===== src/rtl/apb_pkg.sv =====
// Shared APB constants: bus widths, FSM state encoding and the fixed register indices.
package apb_pkg;

  localparam int APB_AW = 32;
  localparam int APB_DW = 32;

  localparam int REG_ID  = 0;
  localparam int REG_CNT = 1;

  typedef enum logic {
    ST_IDLE   = 1'b0,
    ST_ACCESS = 1'b1
  } apb_state_e;

endpackage


===== src/rtl/apb_regfile_mem.sv =====
// DEPTH x 32 register storage with one write port and one async read port.
// Word 0 reads a constant ID, word 1 reads the transfer counter; both are read-only.
module apb_regfile_mem
  import apb_pkg::*;
#(
  parameter int          DEPTH    = 16,
  parameter logic [31:0] ID_VALUE = 32'hA5B0_0001,
  parameter int          ADDR_W   = $clog2(DEPTH)
) (
  input  logic              clk_i,
  input  logic              rst_i,
  input  logic              we_i,
  input  logic [ADDR_W-1:0] waddr_i,
  input  logic [APB_DW-1:0] wdata_i,
  input  logic              inc_i,
  input  logic [ADDR_W-1:0] raddr_i,
  output logic [APB_DW-1:0] rdata_o
);

  logic [APB_DW-1:0] mem_q [DEPTH];
  logic [APB_DW-1:0] cnt_q;
  logic              wr_ro;

  assign wr_ro = (waddr_i == ADDR_W'(REG_ID)) || (waddr_i == ADDR_W'(REG_CNT));

  always_ff @(posedge clk_i or posedge rst_i) begin
    if (rst_i) begin
      for (int i = 0; i < DEPTH; i++) mem_q[i] <= '0;
    end else if (we_i && !wr_ro) begin
      mem_q[waddr_i] <= wdata_i;
    end
  end

  // Counts every completed transfer, errored or not; wraps naturally.
  always_ff @(posedge clk_i or posedge rst_i) begin
    if (rst_i) begin
      cnt_q <= '0;
    end else if (inc_i) begin
      cnt_q <= cnt_q + 32'd1;
    end
  end

  always_comb begin
    rdata_o = mem_q[raddr_i];
    if (raddr_i == ADDR_W'(REG_ID))  rdata_o = ID_VALUE;
    if (raddr_i == ADDR_W'(REG_CNT)) rdata_o = cnt_q;
  end

endmodule


===== src/rtl/apb_slave_regfile.sv =====
// APB responder over a small register file; Pready after WAIT_STATES extra access cycles,
// errors on Pslverr; aborts cleanly if the master drops Pselx/Penable during access.
module apb_slave_regfile
  import apb_pkg::*;
#(
  parameter int          SLAVE_IDX   = 0,
  parameter logic [31:0] BASE_ADDR   = 32'h8000_0000,
  parameter int          DEPTH       = 16,
  parameter int          WAIT_STATES = 0,
  parameter logic [31:0] ID_VALUE    = 32'hA5B0_0001
) (
  input  logic              Hclk,
  input  logic              Hreset,
  input  logic [2:0]        Pselx,
  input  logic              Penable,
  input  logic              Pwrite,
  input  logic [APB_AW-1:0] Paddr,
  input  logic [APB_DW-1:0] Pwdata,
  output logic [APB_DW-1:0] Prdata,
  output logic              Pready,
  output logic              Pslverr
);

  localparam int ADDR_W = $clog2(DEPTH);

  apb_state_e        state_q, state_d;
  logic [3:0]        wait_q, wait_d;
  logic              wr_q, wr_d;
  logic [ADDR_W-1:0] idx_q, idx_d;
  logic [APB_DW-1:0] wdata_q, wdata_d;
  logic [APB_DW-1:0] prdata_q, prdata_d;
  logic              err_q, err_d;

  logic              sel;
  logic              done;
  logic              setup_err;
  logic [ADDR_W-1:0] paddr_idx;
  logic [APB_DW-1:0] rd_data;
  logic              unused_sel;

  assign sel        = Pselx[SLAVE_IDX];
  assign unused_sel = ^Pselx;
  assign paddr_idx  = Paddr[ADDR_W+1:2];

  assign setup_err = (Paddr[1:0] != 2'b00)
                  || (Paddr[APB_AW-1:ADDR_W+2] != BASE_ADDR[APB_AW-1:ADDR_W+2])
                  || (Pwrite && ((paddr_idx == ADDR_W'(REG_ID)) ||
                                 (paddr_idx == ADDR_W'(REG_CNT))));

  assign done    = (state_q == ST_ACCESS) && (wait_q == 4'd0) && sel && Penable;
  assign Pready  = done;
  assign Pslverr = done && err_q;
  assign Prdata  = prdata_q;

  apb_regfile_mem #(
    .DEPTH    (DEPTH),
    .ID_VALUE (ID_VALUE),
    .ADDR_W   (ADDR_W)
  ) u_mem (
    .clk_i   (Hclk),
    .rst_i   (Hreset),
    .we_i    (done && wr_q && !err_q),
    .waddr_i (idx_q),
    .wdata_i (wdata_q),
    .inc_i   (done),
    .raddr_i (paddr_idx),
    .rdata_o (rd_data)
  );

  always_comb begin
    state_d  = state_q;
    wait_d   = wait_q;
    wr_d     = wr_q;
    idx_d    = idx_q;
    wdata_d  = wdata_q;
    prdata_d = prdata_q;
    err_d    = err_q;
    case (state_q)
      ST_IDLE: begin
        // Penable without a preceding setup cycle is ignored.
        if (sel && !Penable) begin
          state_d  = ST_ACCESS;
          wr_d     = Pwrite;
          idx_d    = paddr_idx;
          wdata_d  = Pwdata;
          wait_d   = 4'(WAIT_STATES);
          err_d    = setup_err;
          prdata_d = (!Pwrite && !setup_err) ? rd_data : '0;
        end
      end
      ST_ACCESS: begin
        if (!sel || !Penable) begin
          state_d  = ST_IDLE;
          prdata_d = '0;
        end else if (wait_q != 4'd0) begin
          wait_d = wait_q - 4'd1;
        end else begin
          state_d  = ST_IDLE;
          prdata_d = '0;
        end
      end
      default: state_d = ST_IDLE;
    endcase
  end

  always_ff @(posedge Hclk or posedge Hreset) begin
    if (Hreset) begin
      state_q  <= ST_IDLE;
      wait_q   <= '0;
      wr_q     <= 1'b0;
      idx_q    <= '0;
      wdata_q  <= '0;
      prdata_q <= '0;
      err_q    <= 1'b0;
    end else begin
      state_q  <= state_d;
      wait_q   <= wait_d;
      wr_q     <= wr_d;
      idx_q    <= idx_d;
      wdata_q  <= wdata_d;
      prdata_q <= prdata_d;
      err_q    <= err_d;
    end
  end

endmodule


===== config.mk =====
export PLATFORM = sky130hd
export DESIGN_NAME = apb_slave_regfile
export DESIGN_NICKNAME = d
export VERILOG_FILES = /design/src/rtl/apb_pkg.sv /design/src/rtl/apb_regfile_mem.sv /design/src/rtl/apb_slave_regfile.sv
export SDC_FILE = /design/constraint.sdc
export NUM_CORES = 1
export LEC_CHECK = 0
export ABC_AREA = 1
export CAP_MARGIN = 20
export CORE_MARGIN = 10
export CORE_UTILIZATION = 60
export CTS_BUF_LIST = sky130_fd_sc_hd__clkbuf_16
export DETAILED_ROUTE_END_ITERATION = 8
export PLACE_DENSITY = 0.82
export RECOVER_POWER = 25
export REMOVE_ABC_BUFFERS = 1
export SYNTH_ARGS = -nofsm -noshare
export SYNTH_HDL_FRONTEND = slang
export SYNTH_SLANG_ARGS = --single-unit

===== constraint.sdc =====
create_clock -name Hclk -period 21.5 [get_ports Hclk]
set_input_delay 2.15 -clock Hclk [delete_from_list [all_inputs] [get_ports Hclk]]
set_output_delay 2.15 -clock Hclk [all_outputs]
set_load 0.01 [all_outputs]

==> out/summary.txt, run 1 <==
Pre-antenna DRT Iters -> 5
Crit path DAT -> 8440 ps
Internal reg-to-reg setup slack -> 16430 ps
Endpoint, Worst Hold -> u_mem.mem_q[464]
DRT iter0 DRCs -> 3323
Buffers and inverters on the worst path -> 3
Commonest non-fill, non-tap cell in the layout -> nand2_1
Power per cell area -> 75.19 mW/mm²
Clock latency at the later pin of the worst-skew pair -> 600 ps
Final setup TNS -> 0 ps
Worst Skew -> 20.82 ps
Tot GR Track Use -> 27.91%
Inst Count DP -> 4709
VDD IR max -> 55.37 µV
Routed len/inst -> 17.42 µm
Initial core utilization -> 60.53%
Num CTS Buffers -> 66
Remaining routing DRC violations -> 0
Slew HR -> -280.6%
Post-CTS Resized -> 0
CORE AREA -> 0.05007 mm²
CTS tree -> done
Min-delay src -> u_mem.mem_q[464]
Share of cells above drive strength 1 -> 3.730%
Startpoint class of the critical path -> input pin
Deepest clock path buffer count -> 3
Final nets -> 4178
Worst reg-to-reg path cell count -> 12
Synthesized area -> 0.03030 mm²
Final setup fails -> 0
Failing checks -> capacitance limit, slew limit
Die height -> 244.7 µm
Slowest stage cell on the critical path -> clkinvlp_2
Reg2reg end -> u_mem.mem_q[67]
Post-route minimum period -> 8440 ps
Crit path cell chain -> dlygate4sd3_1 -> clkinvlp_2 -> clkbuf_1
Crit-path leading delay family -> buffers and inverters
Max Fanout on Critical Path -> 126
Die area -> 0.05990 mm²
Top cell type's share of synthesized area -> 49.79%
Vias in the first global route -> 25.27k
Root Driver -> clkbuf_16
Leading area contributor after synthesis -> dfrtp_1
Worst-Margin Slew -> 5677 ps
Top Ports -> 105
Critical Path End Type -> async pin
CTS clk-pin slew, worst paths -> 60 ps
Routed vias -> 26.62k
Max stage delay on crit path -> 3120 ps
Fill cells -> 4256
Area grow syn2layout -> 9.922%
Row Count -> 82
Distinct cells, synth -> 34
# hold bufs at CTS -> 0
Status -> finished, violations left
Worst Hold Class -> flip-flop to flip-flop
Post-CTS Setup Repair Bufs -> 0
Antenna fix cells -> 0
Vias/cell -> 5.513
Synth top area cells -> dfrtp_1, nand2_1, inv_1
Largest net degree at the start of global routing -> 207
Total Wirelength -> 84.09 mm
Worst Path Required -> 21500 ps
H-tree levels -> 3
Register bit total from synthesis -> 603
Post-synthesis sequential area ratio -> 49.79%
Reg-to-Reg Start -> wait_q[0]
Synth Warn # -> 0
Global-route wire length before repair -> 135.2 mm
Slew Viols, Final -> 267
Final HPWL DP -> 45.66 mm
Fmax -> 118.5 MHz
Initial antenna violation count -> 0
Avg Inst Size Synth -> 7.193 µm²
Worst hold stages -> 0
Final number of hold-violating endpoints -> 0
Max Cap Viol -> 3
Post-Syn Instances -> 4213
Layout Cells excl Fill -> 4828
Total grt overflow -> 0
Leakage -> 0.01763 µW
Die Wd -> 244.7 µm
GPL Wtd Cong -> 0.8996
Input/output buffers -> 102
Critical path type -> input pin to async pin
Most frequent cells in the layout -> nand2_1, inv_1, dfrtp_1
Tcrit/Tclk final -> 39.26%
Unrepaired setup endpoints after global routing -> no
CTS sink cnt -> 603
Routed Antenna Nets -> 0
## cell usage after synthesis
| cell | instances |
|---|---|
| a211oi_4 | 1 |
| a21oi_1 | 20 |
| a22oi_1 | 7 |
| a31oi_1 | 7 |
| and3_1 | 1 |
| buf_1 | 17 |
| buf_2 | 39 |
| buf_4 | 2 |
| buf_6 | 1 |
| clkbuf_1 | 263 |
| clkinv_1 | 1 |
| dfrtp_1 | 603 |
| ha_1 | 2 |
| inv_1 | 680 |
| inv_2 | 1 |
| nand2_1 | 1630 |
| nand3_1 | 207 |
| nand3_2 | 7 |
| nand3_4 | 1 |
| nand3b_1 | 1 |
| nand4_1 | 204 |
| nor2_1 | 112 |
| nor2_2 | 1 |
| nor3_1 | 14 |
| nor3b_1 | 2 |
| nor4_1 | 1 |
| o211ai_1 | 13 |
| o21a_1 | 1 |
| o21ai_0 | 336 |
| o21ai_1 | 5 |
| o22ai_1 | 1 |
| or2_2 | 3 |
| xnor2_1 | 11 |
| xor2_1 | 18 |
## kinds of logic (layout without fill, tap and decap cells)
| group | count (synthesis) | after routing | share of synthesized area (%) |
|---|---|---|---|
| simple gates | 2184 | 2184 | 29.93 |
| compound gates | 391 | 391 | 6.713 |
| fa+ha+maj | 2 | 2 | 0.08256 |
| buf+inv | 1004 | 947 | 12.65 |
| xor+xnor | 29 | 29 | 0.8381 |
| flops | 603 | 603 | 49.79 |
## state kept, by name (all words and copies together), names as in the netlist, 4 cells and up
register     count
u_mem.mem_q    496
Prdata          32
wdata_q         32
wait_q           4
idx_q            4
u_mem.cnt_q     32
## through the flow
stage | instance area [µm²] | power (µW) | setup slack [ps] | hold WS, ps | utilization [%]
after floorplan | 29030 | 1334 | 2470 | 353.5 | -
after global placement | 31300 | 1443 | 14890 | 364.5 | 62.52
after detailed placement | 31320 | 1447 | 15070 | 365.2 | 62.55
after CTS | 33330 | 2507 | 15060 | 378.5 | 66.57
after global routing | 33310 | 2585 | 11860 | 383.2 | 66.53
final | 33310 | 2505 | 13060 | 374.5 | 66.53
## how the worst max path moves through the flow
stage          depth (start not counted)  slack, ps                to     from
6_report                               3      13060        Prdata[26]   Hreset
3_3_place_gp                          11      14890  u_mem.mem_q[344]  Penable
5_1_grt                                3      11860  u_mem.mem_q[250]   Hreset
2_1_floorplan                          1       2470         Prdata[0]   Hreset
4_1_cts                                6      15060           Pslverr  Penable
3_5_place_dp                           6      15070           Pslverr  Penable
## worst reg2reg max path: stages, from the launching register on
cell and delay, ps:
dfrtp_1 360, inv_1 110, ha_1 220, nand3_1 130, nor2_1 770, inv_1 450, a211oi_4 320, buf_12 730
nand3_1 1060, buf_4 570, nand2_1 150, nand2_1 70, inv_1 70
## report_power, final
group / switching (µW) / internal, µW
Clock: 457 / 614
Sequential: 9.57 / 1150
Combinational: 219 / 54.2
Total: 685 / 1820
## cell type report
cell class	instances	area, µm²	area share (%)
Tap cell	672	840.8	2.524
Multi-Input combinational cell	2606	11430	34.32
Timing Repair Buffer	146	1365	4.098
Sequential cell	603	15090	45.30
Clock inverter	50	287.8	0.8639
Clock buffer	69	1727	5.183
Inverter	682	2567	7.708
## layer usage
layer	GRT usage (%)	share of wire, %	up-vias	routed length, µm
met3	5.267	9.6	243	8105
met1	36.60	40	12462	33920
met4	10.78	3.5	0	2954
li1	-	-	12613	-
met2	45.34	47	1300	39110
met5	0	0	-	0
(Power assumes the default switching activity.)
==> inputs of run 2 (changes only) <==
==> constraint.sdc (replaced) <==
create_clock -name Hclk -period 7.9 [get_ports Hclk]
set_input_delay 0.79 -clock Hclk [delete_from_list [all_inputs] [get_ports Hclk]]
set_output_delay 0.79 -clock Hclk [all_outputs]
set_load 0.01 [all_outputs]
==> run 2 against run 1 <==
Against the previous run:
- the flow still finishes with violations (capacitance limit, slew limit)
- critical path depth is 5 higher
- global-route usage fell by 0.38 points
- first-iteration DRC count is 9.6% lower
- register-to-register slack worse by 14000 ps
- sequential cell count did not move
- total power grew to 2.7 times the previous value
- hold slack barely moved
- non-clock buffer count stayed put
- sequential power rose to 2.7 times the previous value
- design area down 0.29%
- die area stayed put
- largest cell class unchanged
- largest power group unchanged
==> out/summary.txt, run 2 (same netlist as run 1, synthesis figures left out) <==
Status -> finished, violations left (unchanged)
Failing checks -> capacitance limit, slew limit (unchanged)
Routed len/inst -> 17.22 µm (was 17.42 µm)
H-tree levels -> 2 (was 3)
Total Wirelength -> 83.07 mm (was 84.09 mm)
Vias in the first global route -> 24.95k (was 25.27k)
Die area -> 0.05990 mm² (unchanged)
Dpl ws -> 3263 ps (was 15070 ps)
Final setup TNS -> 0 ps (unchanged)
Initial antenna violation count -> 0 (unchanged)
Crit path DAT -> 5840 ps (was 8440 ps)
Post-CTS Resized -> 0 (unchanged)
Area grow syn2layout -> 9.604% (was 9.922%)
Clock latency at the later pin of the worst-skew pair -> 640 ps (was 600 ps)
CORE AREA -> 0.05007 mm² (unchanged)
Die height -> 244.7 µm (unchanged)
Final HPWL DP -> 45.68 mm (was 45.66 mm)
Max stage delay on crit path -> 2520 ps (was 3120 ps)
Top Ports -> 105 (unchanged)
Worst-Margin Slew -> 3578 ps (was 5677 ps)
Root Driver -> clkbuf_16 (unchanged)
CTS sink cnt -> 603 (unchanged)
Max Cap Viol -> 2 (was 3)
Final setup fails -> 0 (unchanged)
Fmax -> 189.3 MHz
VDD IR max -> 173.6 µV (was 55.37 µV)
Tcrit/Tclk final -> 66.87%
Final WS setup -> 2617 ps (was 13060 ps)
Worst Skew -> 12.00 ps (was 20.82 ps)
Slew HR -> -138.5% (was -280.6%)
Post-CTS Setup Repair Bufs -> 0 (unchanged)
Final number of hold-violating endpoints -> 0 (unchanged)
Fill cells -> 4224 (was 4256)
Crit-path leading delay family -> buffers and inverters (unchanged)
Power per cell area -> 200.3 mW/mm² (was 75.19 mW/mm²)
Most common cell on crit path -> nand2_1
Pre-antenna DRT Iters -> 7 (was 5)
Total grt overflow -> 0 (unchanged)
Global-route wire length before repair -> 134.0 mm (was 135.2 mm)
Critical Path End Type -> flip-flop (was async pin)
Initial core utilization -> 60.53% (unchanged)
Number of flip-flops under the largest register name -> 496 (unchanged)
GPL Wtd Cong -> 0.8957 (was 0.8996)
Top reg by flops -> u_mem.mem_q (unchanged)
Remaining routing DRC violations -> 0 (unchanged)
Die Wd -> 244.7 µm (unchanged)
Final instance area -> 0.03321 mm² (was 0.03331 mm²)
Total power -> 6653 µW (was 2505 µW)
Max Fanout on Critical Path -> 78 (was 126)
Largest net degree at the start of global routing -> 149 (was 207)
Leakage -> 0.01746 µW (was 0.01763 µW)
Unrepaired setup endpoints after global routing -> no (unchanged)
Buffers and inverters on the worst path -> 3 (unchanged)
# hold bufs at CTS -> 0 (unchanged)
DRT iter0 DRCs -> 3004 (was 3323)
Deepest clock path buffer count -> 3 (unchanged)
Worst Hold Class -> flip-flop to flip-flop (unchanged)
Tot GR Track Use -> 27.53% (was 27.91%)
Core Util, Final -> 66.34% (was 66.53%)
Placed cell area -> 0.03133 mm² (was 0.03132 mm²)
Vias/cell -> 5.470 (was 5.513)
Final nets -> 4173 (was 4178)
Startpoint class of the critical path -> input pin (unchanged)
Share of cells above drive strength 1 -> 3.709% (was 3.730%)
Post-route minimum period -> 5283 ps
Critical path type -> input pin to flip-flop (was input pin to async pin)
Num CTS Buffers -> 61 (was 66)
Slowest stage cell on the critical path -> clkbuf_1 (was clkinvlp_2)
Routed Antenna Nets -> 0 (unchanged)
Worst Path Required -> 8460 ps (was 21500 ps)
Row Count -> 82 (unchanged)
Commonest non-fill, non-tap cell in the layout -> nand2_1 (unchanged)
Most frequent cells in the layout -> nand2_1, inv_1, dfrtp_1 (unchanged)
Routed vias -> 26.39k (was 26.62k)
CTS clk-pin slew, worst paths -> 60 ps (about the same)
Crit path cell chain -> dlygate4sd3_1 -> nor3_1 -> clkbuf_1 -> nand2_1 -> nor3_2 -> buf_4 -> nand2_1 -> nand2_1 (was dlygate4sd3_1 -> clkinvlp_2 -> clkbuf_1)
Input/output buffers -> 102 (unchanged)
Slew Viols, Final -> 117 (was 267)
CTS tree -> done (unchanged)
Antenna fix cells -> 0 (unchanged)
run 2: power breakdown:
| part | total (µW) | switching, µW | internal, µW | leakage [µW] |
|---|---|---|---|---|
| registers | 3160 | 26.0 | 3130 | 0.00733 |
| logic | 740 | 592 | 149 | 0.00914 |
| clock network | 2750 | 1220 | 1530 | 0.000989 |
| total | 6650 | 1840 | 4810 | 0.0175 |
run 2: routing by layer:
layer  part of all wire (%)  wire [µm]  track usage [%]
met5                      0          0                0
met4                    3.5       2868            11.00
met3                    9.6       7967            4.637
met2                     46      38530            44.32
met1                     41      33700            36.69
run 2: worst paths after layout:
kind                                        from               end  slack, ps  cells past startpoint
worst min-delay path            u_mem.mem_q[482]  u_mem.mem_q[482]        370                      0
worst max register to register           state_q        Prdata[15]       2930                      7
min in group asynchronous                 Hreset  u_mem.mem_q[398]        870                      2
worst min register to register  u_mem.mem_q[482]  u_mem.mem_q[482]        370                      0
worst max-delay path                     Penable        Prdata[15]       2620                      8
max in group asynchronous                 Hreset   u_mem.mem_q[66]       4580                      3
run 2: through the flow:
step | std cells | hold WS [ps]
floorplan | 3891 | 353.5
global placement | 4708 | 364.9
detailed placement | 4708 | 365.2
CTS | 4823 | 378.6
global route | 4824 | 386.1
finish | 4824 | 374.6
run 2: area by class of cell:
type	instances	area (µm²)	share of cell area (%)
Clock buffer	63	1577	4.746
Clock inverter	52	301.5	0.9079
Inverter	682	2574	7.749
Multi-Input combinational cell	2606	11430	34.42
Sequential cell	603	15090	45.43
Tap cell	672	840.8	2.531
Timing Repair Buffer	146	1399	4.212
